==> config.mk <==
export PLATFORM = sky130hd
export DESIGN_NAME = table_entry_parser
export DESIGN_NICKNAME = d
export VERILOG_FILES = /design/src/rtl/table_entry_parser_pkg.sv /design/src/rtl/parser_timeout.sv /design/src/rtl/table_entry_parser.sv
export SDC_FILE = /design/constraint.sdc
export NUM_CORES = 1
export LEC_CHECK = 0
export BUFFER_PORTS_ARGS = -buffer_cell sky130_fd_sc_hd__buf_2
export CORE_MARGIN = 3
export CORE_UTILIZATION = 45
export DETAILED_ROUTE_END_ITERATION = 7
export PLACE_DENSITY = 0.66
export SETUP_SLACK_MARGIN = 0.5
export SLEW_MARGIN = 20
export SYNTH_ARGS = -nofsm -noshare
export SYNTH_HDL_FRONTEND = slang
export SYNTH_SLANG_ARGS = --single-unit
export TNS_END_PERCENT = 20
==> constraint.sdc <==
create_clock -name clk -period 4.9 [get_ports clk]
set_input_delay 0 -clock clk [delete_from_list [all_inputs] [get_ports clk]]
set_output_delay 0 -clock clk [all_outputs]
set_load 0.02 [all_outputs]
==> src/rtl/table_entry_parser_pkg.sv <==
// Shared definitions for the table-entry receive parser and its transmit-side counterpart:
// FSM state encoding and the ASCII framing characters of t[NN]="payload".
package table_entry_parser_pkg;

    typedef enum logic [2:0] {
        IDLE,
        GOT_T,
        GOT_LB,
        GOT_D1,
        GOT_D2,
        GOT_RB,
        GOT_EQ,
        PAYLOAD
    } parser_state_t;

    localparam logic [7:0] CH_T     = 8'h74;  // 't'
    localparam logic [7:0] CH_LB    = 8'h5B;  // '['
    localparam logic [7:0] CH_RB    = 8'h5D;  // ']'
    localparam logic [7:0] CH_EQ    = 8'h3D;  // '='
    localparam logic [7:0] CH_QUOTE = 8'h22;  // '"'
    localparam logic [7:0] CH_0     = 8'h30;  // '0'
    localparam logic [7:0] CH_9     = 8'h39;  // '9'

    function automatic logic is_digit(input logic [7:0] b);
        return (b >= CH_0) && (b <= CH_9);
    endfunction

endpackage

==> src/rtl/parser_timeout.sv <==
// Inter-byte idle counter for table_entry_parser; flags expiry once TIMEOUT_CYCLES-1
// cycles have passed since the last clear. Only instantiated under TABLE_PARSER_TIMEOUT_EN.
module parser_timeout #(
    parameter int TIMEOUT_CYCLES = 1000000
) (
    input  logic clk,
    input  logic reset,
    input  logic clear,
    output logic expired
);

    localparam int CW = (TIMEOUT_CYCLES > 2) ? $clog2(TIMEOUT_CYCLES) : 1;

    logic [CW-1:0] count;

    assign expired = (count == CW'(TIMEOUT_CYCLES - 1));

    // Holds at the expiry value so it never wraps while the parser drops back to IDLE.
    always_ff @(posedge clk or posedge reset) begin
        if (reset) begin
            count <= '0;
        end else if (clear) begin
            count <= '0;
        end else if (!expired) begin
            count <= count + 1'b1;
        end
    end

endmodule

==> src/rtl/table_entry_parser.sv <==
// Byte-stream parser for UART frames of the form t[NN]="payload", all outputs registered.
// Optional inter-byte timeout enabled with macro TABLE_PARSER_TIMEOUT_EN.
module table_entry_parser
    import table_entry_parser_pkg::*;
#(
    parameter int MAX_INDEX      = 20,
    parameter int MAX_PAYLOAD    = 16,
    parameter int TIMEOUT_CYCLES = 1000000
) (
    input  logic       clk,
    input  logic       reset,
    input  logic [7:0] rxdata,
    input  logic       rxvalid,
    output logic [4:0] arraypos,
    output logic       hdr_valid,
    output logic [7:0] payload_data,
    output logic       payload_valid,
    output logic       entry_done,
    output logic [4:0] payload_len,
    output logic       parse_err,
    output logic       busy
);

    if (MAX_INDEX < 1 || MAX_INDEX > 31 || MAX_PAYLOAD < 0 || MAX_PAYLOAD > 31 ||
        TIMEOUT_CYCLES < 2) begin : g_bad_params
        $error("table_entry_parser: parameter out of range");
    end

    parser_state_t state;
    parser_state_t hdr_next;
    logic          hdr_ok;
    logic [3:0]    d1;
    logic [4:0]    index;
    logic [4:0]    count;
    logic [6:0]    idx;
    logic          idx_ok;
    logic          timeout_hit;

    // ASCII digits occupy 0x30-0x39, so the low nibble is the digit value.
    assign idx    = {3'b000, d1} * 7'd10 + {3'b000, rxdata[3:0]};
    assign idx_ok = (idx != 7'd0) && (idx <= 7'(MAX_INDEX));

`ifdef TABLE_PARSER_TIMEOUT_EN
    logic tmo_expired;

    parser_timeout #(
        .TIMEOUT_CYCLES(TIMEOUT_CYCLES)
    ) u_timeout (
        .clk    (clk),
        .reset  (reset),
        .clear  (rxvalid || (state == IDLE)),
        .expired(tmo_expired)
    );

    assign timeout_hit = tmo_expired && (state != IDLE);
`else
    assign timeout_hit = 1'b0;
`endif

    // Expected byte and successor for each header state.
    always_comb begin
        // NOTE: every always_comb output gets a default first so no path can infer a latch.
        hdr_ok   = 1'b0;
        hdr_next = IDLE;
        case (state)
            GOT_T:   begin hdr_ok = (rxdata == CH_LB);    hdr_next = GOT_LB;  end
            GOT_LB:  begin hdr_ok = is_digit(rxdata);     hdr_next = GOT_D1;  end
            GOT_D1:  begin hdr_ok = is_digit(rxdata);     hdr_next = GOT_D2;  end
            GOT_D2:  begin hdr_ok = (rxdata == CH_RB);    hdr_next = GOT_RB;  end
            GOT_RB:  begin hdr_ok = (rxdata == CH_EQ);    hdr_next = GOT_EQ;  end
            GOT_EQ:  begin hdr_ok = (rxdata == CH_QUOTE); hdr_next = PAYLOAD; end
            default: ;
        endcase
    end

    always_ff @(posedge clk or posedge reset) begin
        if (reset) begin
            state         <= IDLE;
            d1            <= '0;
            index         <= '0;
            count         <= '0;
            arraypos      <= '0;
            hdr_valid     <= 1'b0;
            payload_data  <= '0;
            payload_valid <= 1'b0;
            entry_done    <= 1'b0;
            payload_len   <= '0;
            parse_err     <= 1'b0;
            busy          <= 1'b0;
        end else begin
            // NOTE: non-blocking assignments keep every register updating from pre-edge values.
            hdr_valid     <= 1'b0;
            payload_valid <= 1'b0;
            entry_done    <= 1'b0;
            parse_err     <= 1'b0;

            if (rxvalid) begin
                case (state)
                    IDLE: begin
                        if (rxdata == CH_T) begin
                            state <= GOT_T;
                            busy  <= 1'b1;
                        end
                    end
                    PAYLOAD: begin
                        if (rxdata == CH_QUOTE) begin
                            entry_done  <= 1'b1;
                            payload_len <= count;
                            state       <= IDLE;
                            busy        <= 1'b0;
                        end else if (count == 5'(MAX_PAYLOAD)) begin
                            parse_err <= 1'b1;
                            state     <= IDLE;
                            busy      <= 1'b0;
                        end else begin
                            payload_valid <= 1'b1;
                            payload_data  <= rxdata;
                            count         <= count + 1'b1;
                        end
                    end
                    default: begin
                        if (!hdr_ok) begin
                            // A stray 't' may be the start of a fresh frame, so resync on it.
                            parse_err <= 1'b1;
                            state     <= (rxdata == CH_T) ? GOT_T : IDLE;
                            busy      <= (rxdata == CH_T);
                        end else if (state == GOT_D1 && !idx_ok) begin
                            parse_err <= 1'b1;
                            state     <= IDLE;
                            busy      <= 1'b0;
                        end else begin
                            state <= hdr_next;
                            busy  <= 1'b1;
                            if (state == GOT_LB) d1 <= rxdata[3:0];
                            if (state == GOT_D1) index <= idx[4:0];
                            if (state == GOT_EQ) begin
                                arraypos  <= index;
                                hdr_valid <= 1'b1;
                                count     <= '0;
                            end
                        end
                    end
                endcase
            end else if (timeout_hit) begin
                parse_err <= 1'b1;
                state     <= IDLE;
                busy      <= 1'b0;
            end
        end
    end

endmodule

==> results.cfg <==
[outcome]
run_status = finished clean

[floorplanning]
floorplan.core_area_um2 = 4440
die_height_um = 74.6
pin_count = 34
fp.dieArea_um2 = 5570
die_x_um = 74.6
placement_rows = 24
start_util_pct = 47.7

[sta]
report.final.setup_viol = 0
fin_crit_ns = 2.99
fin_skew_ns = 0.0104
worst_relative_slew_slack_pct = 53.8
max_slew.worst_pin.slew_ns = 0.690
finalHoldViolations = 0
fin_ws_ns = 1.91
maxSlewViolCount = 0
post_route_fraction_of_the_period_consumed_by_the_critical_path_pct = 61.1
fmax_mhz = 334
final.hold.worst_slack_ns = 0.0132
rsz_0062_raised_after_global_routing = false
setup_tns_ns = 0

[synth]
synth-main-ff-cell = dfrtp_1
synth_common_cells = dfrtp_1 (40), nand2_1 (18), mux2_2 (15), o21ai_0 (12)
syn_inst = 195
synth_top_family_by_area = simple AND/OR/NAND/NOR gates
syn_nets = 216
asyncSetResetFlopFracSynth_pct = 100
synth-seq-cells = 40
post-synth-top-area-cell = dfrtp_1
synth.area.mux_share_pct = 12.2
netlist-cell-type-count = 46
top_count_cell_post_synth = dfrtp_1
synth_xor_area_share_pct = 1.24
compound_gate_fraction_of_synth_area_pct = 12.4
synth_area_um2 = 2120
synth_top_cells_by_area = dfrtp_1 (47%), mux2_2 (8.0%), ha_1 (4.7%), mux2_1 (3.7%), nand2_1 (3.2%)
synth_seq_area_share_pct = 47.2
yosysTopAreaCellShare_pct = 47.2
avgSynthCellArea_um2 = 10.9
synth_fa_ha_area_share_pct = 6.61
post_synth_and_or_nand_nor_area_fraction_pct = 17.2
synth.yosys.warnings = 0
synth_edf_count = 0

[global_route]
grt_pass1_wl_mm = 7.36
first_global_vias = 1544
global_route_total_usage_across_every_layer_pct = 17.6
initial_antenna_violation_count = 0
overflow = 0
pin_count_of_the_biggest_net_entering_global_routing = 41

[critical_path]
cpMaxStageDelayCell = dfrtp_1
cp_num_buf_inv = 0
slowest_delay_ns = 0.64
cp_data_arrival_time_ns = 3.17
critical-path-top-delay-family = compound AO/OA/AOI/OAI gates
worstSetupStartpointType = flip-flop
crit_fanout = 15
worst-setup-path-type = flip-flop to flip-flop
crit_chain = nand3b_1 > a2111oi_0 > a221oi_2 > a221oi_4 > and2_1 > mux2_1
crit_path_end_kind = flip-flop
required_ns = 5.07

[placement]
place_congestion = 0.785
place_hpwl_mm = 2.99
io_buffer_count = 33
postPlaceCellArea_um2 = 2330
place_inst = 276
place_ws_ns = 1.89

[power_and_ir_drop]
switchingPower_mw = 0.137
pwr-share-seq_pct = 52.6
total_leakage_power_nw = 1.29
power_per_cell_area_nw_per_um2 = 254
internal_power_summed_over_all_cells_mw = 0.495
total_power_mw = 0.631
comb_power_share_pct = 5.3
power.switching_fraction_pct = 21.6
max-vdd-ir-drop_mv = 0.192
clockPowerShare_pct = 42.1

[cells_and_area]
finalNetCount = 257
area_delta_synth_final_pct = 17.4
antennaDiodeCount = 0
final_cell_area_um2 = 2490
finish.cell_count_without_fillers = 289
drive_gt1_share_pct = 26.6
finish.utilization_pct = 56.0

[clock_network]
clk-insertion-delay-late_ns = 0.30
cts_max_level = 2
cts_buffers = 5
clk_pin_slew_worst_paths_ns = 0.08
ctsHoldBuffers = 5
post_cts_resize_count = 0
cts_tree = done
cts-root-buf = clkbuf_8
cts_buffer_depth = 2
cts_setup_buffers = 0
cts.sink_count = 40

[worst_hold_path]
hold_class = primary input to flip-flop

[route]
drt-initial-drc-count = 76
post_dr_wirelength_cell_um = 14.8
vias_after_detailed_routing = 1562
route.detailed.drc = 0
drt_wl_total_mm = 4.27
route.detailed.vias_per_inst = 5.40
postRouteAntennaNets = 0
first_pass_iters = 4

[run]
maxCapViolCount = 0
[layer usage]
layer | global-route usage (%) | share of wire [%] | up-vias | wire length [µm]
li1 | - | - | 779 | -
met4 | 7.51 | 1.7 | 0 | 74
met2 | 26.9 | 45 | 39 | 1920
met3 | 4.41 | 5.1 | 8 | 219
met5 | 0 | 0 | - | 0
met1 | 23.9 | 48 | 736 | 2050
[sequential cells by signal, indices dropped and copies added (netlist names), 3 cells and up]
name	flops
payload_data	8
payload_len	5
state	3
count	5
d1	4
arraypos	5
index	5
[worst reg2reg max path, cell delays in order (launching register included)]
cell and delay, ns:
dfrtp_1 0.64, nand3b_1 0.12, a2111oi_0 0.53, a221oi_2 0.22, a221oi_4 0.48, and2_1 0.51, mux2_1 0.37
[power groups by stage]
stage	registers [mW]	clock network, mW	logic (mW)
floorplan	0.340	0	0.0133
CTS	0.332	0.277	0.0338
finish	0.332	0.266	0.0332
detailed placement	0.339	0	0.0305
global placement	0.339	0	0.0304
global route	0.332	0.293	0.0373
[final cells by class]
type                            count  area, µm²
Fill cell                         396       1960
Multi-Input combinational cell    139       1050
Sequential cell                    40       1000
Timing Repair Buffer               39        223
Clock buffer                        6       72.6
Tap cell                           52       65.1
Inverter                           11       41.3
Clock inverter                      2       35.0
[worst paths after layout]
| check | end | from | cells after the start | slack (ns) |
|---|---|---|---|---|
| setup / recovery | payload_data[3] | state[0] | 6 | 1.91 |
| hold / removal | parse_err | rxvalid | 2 | 0.01 |
| setup reg to reg | payload_data[3] | state[0] | 6 | 1.91 |
| hold reg to reg | payload_len[1] | payload_len[1] | 2 | 0.48 |
| max in group asynchronous | index[1] | reset | 4 | 4.17 |
| min in group asynchronous | entry_done | reset | 4 | 0.36 |
[cells in the final DEF (no fill, tap or decap), types with 2 or more instances in the layout]
cell / netlist / routed
dfrtp_1: 40 / 40
buf_2: 0 / 33
nand2_1: 18 / 18
mux2_2: 15 / 15
o21ai_0: 12 / 12
nor2_1: 11 / 11
inv_1: 11 / 11
nand2b_1: 8 / 8
ha_1: 8 / 8
mux2_1: 7 / 7
a21oi_1: 7 / 7
nand3_1: 5 / 5
clkbuf_8: 0 / 5
dlygate4sd3_1: 0 / 5
nor3_1: 4 / 4
nor2b_1: 3 / 3
a211oi_1: 3 / 3
nand3b_1: 2 / 2
o22ai_1: 2 / 2
and3_1: 2 / 2
and2_1: 2 / 2
or2_2: 2 / 2
xor2_1: 2 / 2
a21o_1: 2 / 2
a31o_2: 2 / 2
fa_1: 2 / 2
[logic make-up (layout without fill, tap and decap cells)]
| logic type | after synthesis | count (layout) |
|---|---|---|
| AOI/OAI and AO/OA | 37 | 37 |
| muxes | 23 | 23 |
| adders and majority gates | 10 | 10 |
| xor gates and xnor gates | 3 | 3 |
| DFF | 40 | 40 |
| buffers and inverters | 16 | 58 |
| and+or+nand+nor | 66 | 66 |
Note: power is estimated with default switching activity, not from simulation.
